$ cat src/rtl/sa_pkg.sv
// Shared definitions for the systolic MAC array and its skew feeder:
// feeder state encoding, default array dimensions and the flush-length helper.
package sa_pkg;

    typedef enum logic [1:0] {
        IDLE   = 2'd0,
        STREAM = 2'd1,
        FLUSH  = 2'd2,
        DONE   = 2'd3
    } feed_state_e;

    localparam int SA_WIDTH = 8;
    localparam int SA_ACC   = 32;
    localparam int SA_N     = 2;

    // Zero cycles needed after the last beat so the far corner PE sees its final product.
    function automatic int flush_len(input int n);
        return (n > 1) ? (2 * n - 2) : 0;
    endfunction

endpackage

$ cat src/rtl/sa_skew_feeder_if.sv
// Operand stream into the skew feeder: one A column and one B row per beat,
// transferred on in_valid & in_ready.
interface sa_skew_feeder_if
    import sa_pkg::*;
#(
    parameter int N     = SA_N,
    parameter int WIDTH = SA_WIDTH
);

    logic                    in_valid;
    logic                    in_ready;
    logic [N-1:0][WIDTH-1:0] a_vec;
    logic [N-1:0][WIDTH-1:0] b_vec;

    modport master (output in_valid, a_vec, b_vec, input in_ready);
    modport slave  (input in_valid, a_vec, b_vec, output in_ready);

endinterface

$ cat src/rtl/sa_skew_line.sv
// Enable-gated shift register of DEPTH stages with asynchronous active-high clear;
// q is the oldest stage.
module sa_skew_line #(
    parameter int WIDTH = 8,
    parameter int DEPTH = 1
) (
    input  logic             clk,
    input  logic             rst,
    input  logic             en,
    input  logic [WIDTH-1:0] d,
    output logic [WIDTH-1:0] q
);

    logic [DEPTH-1:0][WIDTH-1:0] stage_q;
    logic [DEPTH-1:0][WIDTH-1:0] stage_d;

    always_comb begin
        stage_d = stage_q;
        if (en) begin
            stage_d[0] = d;
            for (int s = 1; s < DEPTH; s++) begin
                stage_d[s] = stage_q[s-1];
            end
        end
    end

    always_ff @(posedge clk or posedge rst) begin
        if (rst) begin
            stage_q <= '0;
        end else begin
            stage_q <= stage_d;
        end
    end

    assign q = stage_q[DEPTH-1];

endmodule

$ cat src/rtl/sa_skew_feeder.sv
// Diagonal-skew feeder for the NxN systolic MAC array: streams K beats, flushes zeros,
// drives the array enable and pulses done. Optional stall counter: SA_FEED_STALL_CNT_EN.
module sa_skew_feeder
    import sa_pkg::*;
#(
    parameter int WIDTH = SA_WIDTH,
    parameter int N     = SA_N,
    parameter int K_MAX = 255,
    parameter int KW    = $clog2(K_MAX + 1)
) (
    input  logic                    clk,
    input  logic                    rst,
    input  logic                    start,
    input  logic [KW-1:0]           k_len,
    sa_skew_feeder_if.slave         in_if,
    output logic                    sa_en,
    output logic [N-1:0][WIDTH-1:0] sa_a,
    output logic [N-1:0][WIDTH-1:0] sa_b,
    output logic                    busy,
    output logic                    done
`ifdef SA_FEED_STALL_CNT_EN
    ,
    output logic [31:0]             stall_cycles
`endif
);

    localparam int FLUSH_CYCLES = flush_len(N);
    localparam int FLUSH_LOAD   = (FLUSH_CYCLES > 0) ? FLUSH_CYCLES - 1 : 0;
    localparam int FW           = $clog2(FLUSH_CYCLES + 1) + 1;

    feed_state_e   state_q, state_d;
    logic [KW-1:0] k_len_q, k_len_d;
    logic [KW-1:0] beat_q, beat_d;
    logic [FW-1:0] flush_q, flush_d;
    logic          in_ready_q, in_ready_d;
    logic          busy_q, busy_d;
    logic          done_q, done_d;
    logic          sa_en_q, sa_en_d;

    logic fire;
    logic advance;

    assign fire    = in_if.in_valid & in_ready_q;
    assign advance = fire | (state_q == FLUSH);

    always_comb begin
        state_d    = state_q;
        k_len_d    = k_len_q;
        beat_d     = beat_q;
        flush_d    = flush_q;
        done_d     = (state_q == DONE);
        sa_en_d    = advance;

        case (state_q)
            IDLE: begin
                if (start) begin
                    if (k_len != '0) begin
                        k_len_d = k_len;
                        beat_d  = '0;
                        state_d = STREAM;
                    end else begin
                        state_d = DONE;
                    end
                end
            end
            STREAM: begin
                if (fire) begin
                    if (beat_q == k_len_q - KW'(1)) begin
                        beat_d = '0;
                        if (N == 1) begin
                            state_d = DONE;
                        end else begin
                            flush_d = FW'(FLUSH_LOAD);
                            state_d = FLUSH;
                        end
                    end else begin
                        beat_d = beat_q + KW'(1);
                    end
                end
            end
            FLUSH: begin
                if (flush_q == '0) begin
                    state_d = DONE;
                end else begin
                    flush_d = flush_q - FW'(1);
                end
            end
            DONE: begin
                state_d = IDLE;
            end
            default: begin
                state_d = IDLE;
            end
        endcase

        // Handshake and status outputs are registered from the next state.
        in_ready_d = (state_d == STREAM);
        busy_d     = (state_d != IDLE);
    end

    always_ff @(posedge clk or posedge rst) begin
        if (rst) begin
            state_q    <= IDLE;
            k_len_q    <= '0;
            beat_q     <= '0;
            flush_q    <= '0;
            in_ready_q <= 1'b0;
            busy_q     <= 1'b0;
            done_q     <= 1'b0;
            sa_en_q    <= 1'b0;
        end else begin
            state_q    <= state_d;
            k_len_q    <= k_len_d;
            beat_q     <= beat_d;
            flush_q    <= flush_d;
            in_ready_q <= in_ready_d;
            busy_q     <= busy_d;
            done_q     <= done_d;
            sa_en_q    <= sa_en_d;
        end
    end

    // Lane i is delayed i beats; a stalled beat shifts nothing, so no bubble enters the array.
    for (genvar i = 0; i < N; i++) begin : g_lane
        logic [WIDTH-1:0] a_lane;
        logic [WIDTH-1:0] b_lane;

        assign a_lane = fire ? in_if.a_vec[i] : '0;
        assign b_lane = fire ? in_if.b_vec[i] : '0;

        sa_skew_line #(.WIDTH(WIDTH), .DEPTH(i + 1)) u_line_a (
            .clk (clk),
            .rst (rst),
            .en  (advance),
            .d   (a_lane),
            .q   (sa_a[i])
        );

        sa_skew_line #(.WIDTH(WIDTH), .DEPTH(i + 1)) u_line_b (
            .clk (clk),
            .rst (rst),
            .en  (advance),
            .d   (b_lane),
            .q   (sa_b[i])
        );
    end

`ifdef SA_FEED_STALL_CNT_EN
    logic [31:0] stall_q, stall_d;

    always_comb begin
        stall_d = stall_q;
        if ((state_q == IDLE) && start) begin
            stall_d = '0;
        end else if ((state_q == STREAM) && !in_if.in_valid && (stall_q != '1)) begin
            stall_d = stall_q + 32'd1;
        end
    end

    always_ff @(posedge clk or posedge rst) begin
        if (rst) begin
            stall_q <= '0;
        end else begin
            stall_q <= stall_d;
        end
    end

    assign stall_cycles = stall_q;
`endif

    assign in_if.in_ready = in_ready_q;
    assign sa_en          = sa_en_q;
    assign busy           = busy_q;
    assign done           = done_q;

endmodule

$ cat src/flat_wrapper.sv
// flat-port wrapper written by rule: the top's interface ports become plain ports
module sa_skew_feeder_flat import sa_pkg::*;
#(
    parameter int WIDTH = SA_WIDTH,
    parameter int N     = SA_N,
    parameter int K_MAX = 255,
    parameter int KW    = $clog2(K_MAX + 1)
)
  (clk, rst, start, k_len, sa_en, sa_a, sa_b, busy, done, in_if_in_valid, in_if_a_vec, in_if_b_vec, in_if_in_ready);
  sa_skew_feeder_if #(.N(N), .WIDTH(WIDTH)) in_if_i ();
  input  logic clk;
  input  logic rst;
  input  logic start;
  input  logic [KW-1:0] k_len;
  output logic sa_en;
  output logic [N-1:0][WIDTH-1:0] sa_a;
  output logic [N-1:0][WIDTH-1:0] sa_b;
  output logic busy;
  output logic done;
  input wire logic [$bits(in_if_i.in_valid)-1:0] in_if_in_valid;
  input wire logic [$bits(in_if_i.a_vec)-1:0] in_if_a_vec;
  input wire logic [$bits(in_if_i.b_vec)-1:0] in_if_b_vec;
  output wire logic [$bits(in_if_i.in_ready)-1:0] in_if_in_ready;
  assign in_if_i.in_valid = in_if_in_valid;
  assign in_if_i.a_vec = in_if_a_vec;
  assign in_if_i.b_vec = in_if_b_vec;
  assign in_if_in_ready = in_if_i.in_ready;
  sa_skew_feeder #(.WIDTH(WIDTH), .N(N), .K_MAX(K_MAX), .KW(KW)) u_core (.clk(clk), .rst(rst), .start(start), .k_len(k_len), .in_if(in_if_i), .sa_en(sa_en), .sa_a(sa_a), .sa_b(sa_b), .busy(busy), .done(done));
endmodule
$ cat config.mk
export PLATFORM = sky130hd
export DESIGN_NAME = sa_skew_feeder_flat
export DESIGN_NICKNAME = d
export VERILOG_FILES = /design/src/rtl/sa_pkg.sv /design/src/rtl/sa_skew_feeder_if.sv /design/src/rtl/sa_skew_line.sv /design/src/rtl/sa_skew_feeder.sv /design/src/flat_wrapper.sv
export SDC_FILE = /design/constraint.sdc
export NUM_CORES = 1
export LEC_CHECK = 0
export ABC_AREA = 1
export BUFFER_PORTS_ARGS = -buffer_cell sky130_fd_sc_hd__buf_2
export CAP_MARGIN = 20
export CORE_MARGIN = 2
export CORE_UTILIZATION = 50
export DETAILED_ROUTE_END_ITERATION = 12
export GPL_ROUTABILITY_DRIVEN = 1
export PLACE_DENSITY = 0.83
export SLEW_MARGIN = 25
export SYNTH_ARGS = -nofsm -noshare
export SYNTH_HDL_FRONTEND = slang
export SYNTH_HIERARCHICAL = 1
export SYNTH_SLANG_ARGS = --single-unit
export TNS_END_PERCENT = 30
$ cat constraint.sdc
create_clock -name clk -period 4.3 [get_ports clk]
set_input_delay 0.43 -clock clk [delete_from_list [all_inputs] [get_ports clk]]
set_output_delay 0.43 -clock clk [all_outputs]
set_load 0.05 [all_outputs]
After elaboration in Yosys (flattened, before gate mapping). Index checks and enable logic that the tools add are counted.

Output and inout bits: 36. Word-level logic and storage cells: 57. Flip-flop bits (word level): 73. Bits of input ports: 44.

Eq/ne operators: 10. Bitwise operators: 2. Reductions and logical operators: 9. Add/sub/neg operators: 3. Mux-type cells: 19.

Operators by type and width (count): two-way mux 8 bit (8); one-hot mux 8 bit (2 select lines) (1); two-way mux 2 bit (5); two-way mux 3 bit (3); adder 8 x 1 -> 8 bit (second input constant) (1); == test 8 bit (1); one-hot mux 2 bit (4 select lines) (1); AND reduction 4 bit (2); nonzero test 8 bit (1); subtractor 8 x 1 -> 8 bit (second input constant) (1); inequality test 2 x 1 -> 1 bit (second input constant) (3); one-hot mux 3 bit (2 select lines) (1); nonzero test 2 bit (3); == test 2 x 1 -> 1 bit (second input constant) (2); == test 2 bit (second input constant) (2); inequality test 2 bit (second input constant) (2); logical NOT 3 bit (1); AND reduction 3 bit (1); subtractor 3 x 1 -> 3 bit (second input constant) (1); logical NOT 2 bit (1); AND 1 bit (1); bitwise OR 1 bit (1).

Logic depth before layout (Yosys ltp). Gate-level depths: netlist of run 1.

Word-level depth: 6. Depth in mapped cells: 13. Mapped depth without buffers: 13.

Cells and area by module. Netlist of run 1, hierarchy kept.

By module, submodules not included: sa_skew_feeder (seq. area each 625.6 µm², area an instance 1831.8 µm², cells each 286, times used 1); sa_skew_line (u_core.g_lane[1].u_line_a ...) (seq. area each 400.4 µm², area an instance 735.7 µm², cells each 77, times used 2); sa_skew_line (u_core.g_lane[0].u_line_a ...) (seq. area each 200.2 µm², area an instance 309.0 µm², cells each 35, times used 2).

Worst setup path after synthesis of run 1. OpenSTA, ideal clock, no wires.

Path type: register -> register. From: register u_core.in_ready_q (netlist: u_core/in_if.in_ready). To: register u_core.g_lane[1].u_line_a.stage_q, in the netlist u_core/g_lane[1].u_line_a/q[4]. Stages on the path, launching flop included: 9. Slack: 2.456 ns. Arrival time: 1.729 ns. Buffers on the path: 3. Clock period less this slack: 1.844 ns. Cell sequence: dfrtp_1 nand2_1 clkbuf_1 nand2_1 buf_6 inv_8 buf_12 nand2_2 nand2_2.

Word-level cells in the longest chain between the ends: 2.

RTL lines: start, declared (RTL line sa_skew_feeder.sv:35) `logic in_ready_q, in_ready_d;`; start signal, assigned (RTL line sa_skew_feeder.sv:116) `in_ready_q <= in_ready_d;`; AND 1 bit (RTL line sa_skew_feeder.sv:43) `assign fire = in_if.in_valid & in_ready_q;`; bitwise OR 1 bit (RTL line sa_skew_feeder.sv:44) `assign advance = fire | (state_q == FLUSH);`; via u_core.advance (RTL line sa_skew_feeder.sv:41) `logic advance;`; end signal, assigned (RTL line sa_skew_line.sv:31) `stage_q <= stage_d;`; end, declared (RTL line sa_skew_line.sv:14) `logic [DEPTH-1:0][WIDTH-1:0] stage_q;`.

The timed path passes the listed nets, and every way through them passes these cells. A chain may end at the register's enable or synchronous reset.

Final worst setup path of run 1.
From: register u_core.in_ready_q (netlist: u_core/in_if.in_ready). To: register u_core.beat_q[3].

Word-level cells in the longest chain between the ends: 3.

RTL lines: AND 1 bit (RTL line sa_skew_feeder.sv:43); inequality test 2 x 1 -> 1 bit (no line); AND reduction 4 bit (no line); end signal, assigned (RTL line sa_skew_feeder.sv:114) `beat_q <= beat_d;`; end, declared (RTL line sa_skew_feeder.sv:33) `logic [KW-1:0] beat_q, beat_d;`.

No other way between the ends.

==> results of run 1 <==
==> report_power, final <==
part	internal [W]	leakage, nW	switching, W
registers	0.000749	0.905	0.0000629
clock network	0.000225	0.0847	0.000262
logic	0.000105	1.53	0.000238
total	0.00108	2.52	0.000562
==> cell usage after synthesis, types with 5 or more instances <==
cell type and number:
buf_6 6, xor2_1 7, o21ai_0 13, buf_4 16, nor2_1 57, nand4_1 7
inv_1 71, nand3_1 12, dfrtp_1 73, nand2_2 32, nand2_1 176, clkbuf_1 5
==> cells by family after synthesis <==
logic type,after synthesis
buffers and inverters,109
and+or+nand+nor,296
DFF,73
AOI/OAI and AO/OA,17
adders and majority gates,4
xor gates and xnor gates,11
==> worst max-delay path: cells and delay by family, from the launching register on <==
family                 cells  cell delay [ns]
and+or+nand+nor            3             0.63
DFF                        1             0.40
buffers and inverters      1             0.21
AOI/OAI and AO/OA          1             0.71
==> area by class of cell <==
class                      count  area (um^2)  area share
sequential                    73         1830       0.418
multi-input combinational    328         1540       0.352
timing repair buffer          79          395      0.0904
inverter                      77          304      0.0695
clock buffer                  10          138      0.0315
tap                          102          128      0.0292
clock inverter                 6         41.3     0.00944
==> worst min-delay path by stage <==
stage | cells past startpoint | end | start | slack [ns]
5_1_grt | 2 | u_core/g_lane[0].u_line_b/q[2]$_DFFE_PP0P_ | rst | 0.1
3_3_place_gp | 2 | u_core/g_lane[0].u_line_b/q[0]$_DFFE_PP0P_ | rst | 0.44
2_1_floorplan | 1 | u_core/g_lane[0].u_line_a/q[0]$_DFFE_PP0P_ | rst | 0.25
6_report | 2 | u_core/g_lane[0].u_line_a/q[4]$_DFFE_PP0P_ | rst | 0.08
3_5_place_dp | 2 | u_core/g_lane[0].u_line_a/q[3]$_DFFE_PP0P_ | rst | 0.45
4_1_cts | 2 | u_core/g_lane[0].u_line_b/q[6]$_DFFE_PP0P_ | rst | 0.07
==> stage by stage <==
step	setup WS (ns)	hold slack, ns	utilization	power, W	std cells
floorplan	2.46	0.246	-	0.00111	510
global route	2.01	0.0976	0.572	0.00173	675
global placement	1.48	0.436	0.547	0.00116	659
finish	2.25	0.0840	0.572	0.00164	675
detailed placement	1.40	0.454	0.547	0.00117	659
CTS	1.52	0.0713	0.571	0.00165	675
==> registers in the layout, summed over array words and instances, names as in the netlist, 2 cells and up <==
name,cells
u_core/g_lane.u_line_a/q,16
u_core/g_lane.u_line_b/q,16
u_core/beat_q,8
u_core/g_lane.u_line_a/stage_q,8
u_core/g_lane.u_line_b/stage_q,8
u_core/k_len_q,8
u_core/flush_q,3
u_core/state_q,2
==> metal layers <==
metal | routed length, um | GRT usage
met4 | 74 | 0.0958
met5 | 0 | 0
met3 | 372 | 0.0325
met2 | 3590 | 0.307
met1 | 3430 | 0.251
==> metrics.txt, run 1 <==
run status completed; Synth Register Bits 73; XOR/XNOR Fraction of Synth Area 0.0246; DRT Pass-1 Iters 4; Root Driver clkbuf_8; max cap viols 0; crit-path max FO 34; Worst Path Arrival 2.28 ns; Die ar. 0.00857 mm^2; crit path from u_core/in_if.in_ready$_DFF_PP0_; ys flop type dfrtp_1; Placed Area 0.00419 mm^2; Synth area leaders dfrtp_1 47%, nand2_1 17%, inv_1 6.8%; I/O pin total 80; commonest cells after routing, fill and taps aside 174 x nand2_1, 79 x buf_2, 73 x dfrtp_1; initial antenna violation count 0; detailed-route via count 3065; Routed wire per std cell 11.1 um; Max clock buf depth 2; GRT overflow 0; Period minus WS final 2.05 ns; Tcrit/Tclk final 0.477; CTS Sinks 73; PortBufs 79; Worst Setup EP u_core/beat_q[3]$_DFFE_PP0P_; hpwl dp 5500 um; RR Endpoint u_core/beat_q[3]$_DFFE_PP0P_; Critical Path RT 4.53 ns; post-synthesis mux area share 0; CTS tree done; largest net degree at the start of global routing 54; cell area after layout 0.00437 mm^2; DRC 0; clock skew 0.0124 ns; unrepaired setup endpoints after global routing false; Max Freq 487 MHz; Critical R2R Launch u_core/in_if.in_ready$_DFF_PP0_; total track usage 0.191; Async S/R FF share, synth 1.00; Crit path largest cell delay 0.71 ns; Cells after Synth 510; Crit Path Category register to register; r2r setup slk 2.25 ns; H-tree levels 3; distinct cell type count after synthesis 30; largest family of logic cells by synthesized area simple AND/OR/NAND/NOR gates; Post-Syn Area 0.00392 mm^2; area delta synth->final 11.5%; nets@finish 616; share of layout cells above drive strength 1 0.251; CTS Hold Bufs 0; YS warnings 6; Die Span Y 92.6 um; Final Wtd Congestion 0.850; Max rail drop VDD 0.192 mV; Initial Utilization 0.513; final setup TNS 0 ns; Skew-Pair Late Insertion Delay 0.34 ns; Routed Wire Length 7470 um; Adder-Cell Fraction of Synth Area 0.0128; sequential share of the synthesized area 0.466; Clock transition at path regs 0.08 ns; core area 0.00765 mm^2; Final Hold Fails 0; row count 32; Setup crit end kind register; cells along the critical path nand2_2 -> o21ai_1 -> inv_1 -> nor2_4 -> nor2_1; area share of the largest cell type after synthesis 0.466; max_slew headroom 0.546; ANT cells 0; Slew @ Worst Pin 0.676 ns; Simple-Gate Fraction of Synth Area 0.327; Fillers 713; Synth Area in Compound Gates 0.0255; P per Cell Area 375 mW/mm^2; Synth Area per Inst 7.69 um^2; Num CTS Buffers 9; drt initial violations 104; Reg2Reg Depth 5; Vias per Instance 4.54; die width 92.6 um; CTS resizes 0; postcts setup bufs 0; Final setup viols 0; Synth Net Count 558; first-pass GRT wire length 13100 um; area leader, netlist dfrtp_1; Routed Antenna Nets 0; HP Class input port to async pin; Slew Viols, Final 0; vias in the first global route 2982; Leakage 2.52 nW; startpoint types register; number of synthesized flops with an enable pin 0; Max stage delay cell, worst path o21ai_1; commonest non-fill, non-tap cell in the layout nand2_1
Note: power is estimated with default switching activity, not from simulation.
==> inputs of run 2 (changes only) <==
PLACE_DENSITY = 0.86   (was 0.83)
clock period = 1.8 ns   (was 4.3 ns; I/O delays follow)
==> run 2 against run 1 <==
  * Worst hold slack lost 0.018 ns
  * First-iteration DRC count shrank 0.96%
  * Largest power group unchanged
  * Critical endpoint is now u_core/flush_q[2]$_DFFE_PP0P_
  * Clock-buffer cell count grew 1
==> metrics.txt, run 2 (synthesized netlist as in run 1, its figures left out) <==
Skew-Pair Late Insertion Delay 0.33 ns (about the same); total track usage 0.194 (+0.00239); first-pass GRT wire length 13200 um (+1.1%); DRT Pass-1 Iters 4 (unchanged); sw power 0.00131 W (+130%); Slew @ Worst Pin 0.572 ns (-0.103 ns); max cap viols 0 (unchanged); detailed-route via count 3177 (+3.7%); WHS Endpoint u_core/k_len_q[5]$_DFFE_PP0P_; Final setup viols 0 (unchanged); clock skew 0.00788 ns (-0.00451 ns); CTS tree done; RR Endpoint u_core/flush_q[2]$_DFFE_PP0P_; P per Cell Area 921 mW/mm^2 (+150%); commonest cells after routing, fill and taps aside 173 x nand2_1, 79 x buf_2, 72 x dfrtp_1; CTS Sinks 73 (unchanged); startpoint types register; run status completed; Power Internal 0.00287 W (+170%); Tcrit/Tclk final 0.994 (+0.517); Max clock buf depth 2 (unchanged); DRC 0 (unchanged); largest net degree at the start of global routing 28 (-48%); Worst Path Arrival 2.01 ns (-0.27 ns); final worst slack 0.0105 ns (-2.24 ns); commonest non-fill, non-tap cell in the layout nand2_1; Routed Antenna Nets 0 (unchanged); Period minus WS final 1.79 ns (-0.263 ns); Clock transition at path regs 0.07 ns (about the same); Critical Path RT 2.02 ns (-2.51 ns); hold-critical path depth 3; vias in the first global route 3054 (+2.4%); nets@finish 627 (+1.8%); max_slew headroom 0.618 (+0.0715); total power 0.00419 W (+160%); switching share of total power 0.314 (-0.0287); HP Class input port to register; Num CTS Buffers 9 (unchanged); Critical R2R Launch u_core/k_len_q[1]$_DFFE_PP0P_; ANT cells 0 (unchanged); hpwl dp 5540 um (+0.73%); PortBufs 79 (unchanged); Final Wtd Congestion 0.843 (-0.84%); Routed wire per std cell 10.9 um (-1.1%); Crit Path Category register to register; H-tree levels 3 (unchanged); Setup crit end kind register; hold path start k_len[5]; unrepaired setup endpoints after global routing true; Die Span Y 92.6 um (unchanged); die width 92.6 um (unchanged); Max Freq 559 MHz (+15%); Fillers 722 (+1.3%); Vias per Instance 4.63 (+2.0%); Die ar. 0.00857 mm^2 (unchanged); Flop pwr share 0.464 (-0.031); Leakage 2.61 nW (+3.4%); crit-path max FO 6 (-82%); I/O pin total 80 (unchanged); area delta synth->final 15.8%; row count 32 (unchanged); Max rail drop VDD 0.463 mV (+140%); core area 0.00765 mm^2 (unchanged); Slew Viols, Final 0 (unchanged); r2r setup slk 0.01 ns (-2.24 ns); Root Driver clkbuf_8; initial antenna violation count 0 (unchanged); GRT overflow 0 (unchanged); Clk pwr share 0.336 (+0.039); Initial Utilization 0.513 (unchanged); Routed Wire Length 7510 um (+0.56%); Reg2Reg Depth 13 (+8); combinational share of power 0.200 (-0.009); share of layout cells above drive strength 1 0.277 (+0.0261); Final Hold Fails 0 (unchanged); post-place setup slack -0.00961 ns (-1.41 ns); drt initial violations 103 (-0.96%)
==> run 2: changes by cell type in the layout (fill, tap and decap cells not counted), sizes merged <==
cell	delta
clkinvlp	-3
dlygate4sd3	+1
clkbuf	+1
bufinv	+2
buf	+10
==> run 2: power by group through the flow <==
| stage | logic, W | clock network, W | registers (W) |
|---|---|---|---|
| after detailed placement | 0.000840 | 0 | 0.00197 |
| after floorplan | 0.000657 | 0 | 0.00200 |
| after global placement | 0.000819 | 0 | 0.00196 |
| after global routing | 0.000934 | 0.00153 | 0.00197 |
| final | 0.000837 | 0.00140 | 0.00194 |
| after CTS | 0.000847 | 0.00145 | 0.00194 |
==> run 2: layer usage <==
layer | track usage | up-vias | wire length [um] | part of all wire
li1 | - | 1634 | - | -
met1 | 0.244 | 1458 | 3360 | 0.45
met2 | 0.323 | 79 | 3740 | 0.50
met3 | 0.0431 | 6 | 322 | 0.043
met4 | 0.0796 | 0 | 86 | 0.011
met5 | 0 | - | 0 | 0
==> run 2: cell type report <==
cell class | instances | area [um^2] | area share
Multi-Input combinational cell | 328 | 1560 | 0.343
Tap cell | 102 | 128 | 0.0281
Clock inverter | 5 | 78.8 | 0.0174
Timing Repair Buffer | 90 | 505 | 0.111
Sequential cell | 73 | 1830 | 0.402
Clock buffer | 11 | 141 | 0.0311
Inverter | 77 | 304 | 0.0669
==> run 2: worst max-delay path by stage <==
stage	startpoint	to	slack, ns	depth (start not counted)
3_3_place_gp	u_core/k_len_q[0]$_DFFE_PP0P_	u_core/flush_q[2]$_DFFE_PP0P_	0.07	11
6_report	u_core/k_len_q[1]$_DFFE_PP0P_	u_core/flush_q[2]$_DFFE_PP0P_	0.01	13
5_1_grt	u_core/k_len_q[0]$_DFFE_PP0P_	u_core/flush_q[1]$_DFFE_PP0P_	-0.13	13
4_1_cts	u_core/k_len_q[1]$_DFFE_PP0P_	u_core/flush_q[2]$_DFFE_PP0P_	-0.04	13
3_5_place_dp	u_core/k_len_q[1]$_DFFE_PP0P_	u_core/flush_q[2]$_DFFE_PP0P_	-0.01	11
2_1_floorplan	u_core/k_len_q[0]$_DFFE_PP0P_	u_core/flush_q[2]$_DFFE_PP0P_	0.07	11
==> run 2: metrics by stage <==
stage                     std cells  instance area, um^2  utilization  setup TNS [ns]  hold WS [ns]
final                           686                 4540        0.594               0        0.0660
after global routing            686                 4540        0.594          -0.969        0.0767
after CTS                       686                 4530        0.592          -0.121        0.0503
after detailed placement        667                 4270        0.559         -0.0194        0.0910
after global placement          667                 4270        0.559               0        0.0997
after floorplan                 510                 3920            -               0      -0.00434
==> run 2: worst max-delay path, stage by stage (launching register included) <==
cell	delay [ns]
dfrtp_1	0.37
inv_2	0.06
ha_4	0.27
inv_2	0.03
nand2_1	0.04
nand2_1	0.05
nor2_1	0.09
nand3_1	0.10
nor2_2	0.11
nand3_2	0.11
o21bai_4	0.22
nand3_2	0.11
nand2_1	0.09
nand2_1	0.05
==> run 2: what timing repair did <==
item	in CTS	in global routing
setup buffers	2	0
endpoints found under the hold margin	73	0
hold buffers	1	0
pin swaps	6	5
resized for setup	4	6
setup endpoints to repair	9	15
==> inputs of run 3 (changes only) <==
ABC_AREA = 0   (was 1)
CORE_UTILIZATION = 49   (was 50)
PLACE_DENSITY = 0.85   (was 0.86)
SKIP_CTS_REPAIR_TIMING = 1   (was unset)
==> run 3 against run 2 <==
  * The run now ends with setup timing left
  * Die area shrank 0.70%
  * Power increased by 58%
  * Synthesized cell count down 37%
  * Clock-buffer cell count down 1
  * Clock skew barely moved
  * Largest cell class unchanged
==> metrics.txt, run 3 <==
area share of the largest cell type after synthesis 0.479 (+0.0130); Synth area leaders dfrtp_1 48%, mux2_4 14%, and3_1 5.2%; Placed Area 0.00433 mm^2 (+1.3%); Post-Syn Area 0.00381 mm^2 (-2.7%); nets@finish 455 (-27%); CTS tree done; YS warnings 6 (unchanged); largest family of logic cells by synthesized area multiplexers; Synth Register Bits 73 (unchanged); commonest cells after routing, fill and taps aside 79 x buf_2, 73 x dfrtp_1, 36 x mux2_4; Clock transition at path regs 0.08 ns (about the same); max_slew headroom 0.324 (-0.294); Period minus WS final 2.18 ns (+0.395 ns); Initial Utilization 0.499 (-0.0139); Critical Path RT 2.03 ns (about the same); Num CTS Buffers 9 (unchanged); HP Class input port to register; Routed Antenna Nets 0 (unchanged); total power 0.00662 W (+58%); Fillers 628 (-13%); row count 32 (unchanged); Max rail drop VDD 0.736 mV (+59%); Skew-Pair Late Insertion Delay 0.34 ns (about the same); Routed Wire Length 8020 um (+6.8%); Synth top cells by count 73 x dfrtp_1, 36 x mux2_4, 32 x and3_1; met2 WL 4020 um (+7.4%); drt initial violations 117 (+14%); unrepaired setup endpoints after global routing true; failing checks setup timing; CTS Sinks 73 (unchanged); post-synthesis mux area share 0.197 (+0.197); Async S/R FF share, synth 1.00 (unchanged); dominant cell by count in the synthesized netlist dfrtp_1; final worst slack -0.384 ns (-0.395 ns); Crit Path Category register to register; cell area after layout 0.00456 mm^2 (+0.41%); max cap viols 0 (unchanged); run status complete, but fails checks; Adder-Cell Fraction of Synth Area 0.0131 (+0.000356); first-pass GRT wire length 13100 um (-0.52%); vias in the first global route 2709 (-11%); XOR/XNOR Fraction of Synth Area 0.0249 (+0.000357); Synth Net Count 369 (-34%); Final Hold Fails 0 (unchanged); hold-critical path depth 3 (unchanged); Max Freq 458 MHz (-18%); WL met3 324 um (+0.62%); H-tree levels 3 (unchanged); DRT Pass-1 Iters 6 (+2); P per Cell Area 1450 mW/mm^2 (+58%); number of synthesized flops with an enable pin 0 (unchanged); Metal-1 WL 3610 um (+7.5%); startpoint types register; Final Wtd Congestion 0.838 (-0.63%); initial antenna violation count 0 (unchanged); Die ar. 0.00851 mm^2 (-0.70%); final setup TNS -3.54 ns (-3.54 ns); die width 92.2 um (-0.35%); GRT overflow 0 (unchanged); Slew Viols, Final 0 (unchanged); crit-path max FO 7 (+1); largest net degree at the start of global routing 50 (+79%); area leader, netlist dfrtp_1; hpwl dp 5660 um (+2.2%); Tcrit/Tclk final 1.21 (+0.219); Die Span Y 92.2 um (-0.35%); clock skew 0.00828 ns (+0.000397 ns); Slew @ Worst Pin 1.01 ns (+0.434 ns); core area 0.00765 mm^2 (unchanged); Synth Area per Inst 11.9 um^2 (+55%); share of layout cells above drive strength 1 0.483 (+0.206); distinct cell type count after synthesis 47 (+57%); sequential share of the synthesized area 0.479 (+0.0130); ANT cells 0 (unchanged); Cells after Synth 321 (-37%); Root Driver clkbuf_8; Max clock buf depth 2 (unchanged); Final setup viols 14 (+14); total track usage 0.196 (+0.00204); area delta synth->final 19.5%; Synth Area in Compound Gates 0.0718 (+0.0463); Routed wire per std cell 15.6 um (+43%); DR top layer met4; Reg2Reg Depth 9 (-4); detailed-route via count 2692 (-15%); PortBufs 79 (unchanged); Setup crit end kind register; DRC 0 (unchanged); Simple-Gate Fraction of Synth Area 0.131 (-0.197); Vias per Instance 5.24 (+13%); r2r setup slk -0.38 ns (-0.39 ns); commonest non-fill, non-tap cell in the layout buf_2; ys flop type dfrtp_1; Worst Path Arrival 2.42 ns (+0.41 ns); I/O pin total 80 (unchanged); Leakage 2.38 nW (-8.9%)
==> run 3: per-stage QoR <==
stage | cells | worst slack (ns) | hold slack [ns] | utilization
6_report | 514 | -0.384 | 0.0697 | 0.596
5_1_grt | 514 | -0.489 | 0.0708 | 0.596
4_1_cts | 511 | -0.463 | -0.189 | 0.588
3_5_place_dp | 495 | -0.445 | 0.190 | 0.566
3_3_place_gp | 495 | -0.383 | 0.184 | 0.566
2_1_floorplan | 321 | -0.553 | -0.00434 | -
==> run 3: final timing paths <==
kind / start / endpoint
worst max-delay path: u_core/k_len_q[1]$_DFFE_PP0P_ / u_core/flush_q[2]$_DFFE_PP0P_
worst min-delay path: k_len[0] / u_core/k_len_q[0]$_DFFE_PP0P_
worst max register to register: u_core/k_len_q[1]$_DFFE_PP0P_ / u_core/flush_q[2]$_DFFE_PP0P_
worst min register to register: u_core/g_lane[1].u_line_a/q[2]$_DFFE_PP0P_ / u_core/g_lane[1].u_line_a/q[2]$_DFFE_PP0P_
max in group asynchronous: rst / u_core/g_lane[1].u_line_b/stage_q[3]$_DFFE_PP0P_
min in group asynchronous: rst / u_core/g_lane[0].u_line_b/q[0]$_DFFE_PP0P_
==> run 3: layer usage <==
layer	global-route usage	up-vias
met2	0.324	64
met1	0.264	1346
li1	-	1274
met5	0	-
met3	0.0411	8
met4	0.0498	0
==> run 3: worst max-delay path: stages (launching register included) <==
cell and delay (ns):
dfrtp_1 0.37, inv_2 0.06, ha_4 0.18, o21ba_1 0.20, a221oi_2 0.24, o211ai_1 0.13
a211oi_2 0.20, nand3_1 0.13, or3_4 0.40, a31o_1 0.18
==> run 3: area by class of cell <==
class	instances	area [um^2]	share of cell area
well taps	102	128	0.0280
repair buffers	111	654	0.143
inverters	16	60.1	0.0132
clock inverters	6	42.5	0.00933
flip-flops and latches	73	1830	0.401
clock buffers	10	128	0.0280
multi-input cells	196	1720	0.378
==> run 3: cell families (layout without fill, tap and decap cells) <==
| kind of cell | after synthesis | count (layout) |
|---|---|---|
| AOI/OAI and AO/OA | 36 | 36 |
| xor gates and xnor gates | 10 | 10 |
| adders and majority gates | 4 | 4 |
| buffers and inverters | 52 | 143 |
| DFF | 73 | 73 |
| muxes | 55 | 55 |
| and+or+nand+nor | 91 | 91 |
==> run 3: power by group <==
part	leakage (nW)	total [W]	switching (W)	internal (W)
logic	1.39	0.00310	0.00178	0.00132
clock network	0.0827	0.00113	0.000627	0.000503
registers	0.901	0.00239	0.000316	0.00208
total	2.38	0.00662	0.00272	0.00390
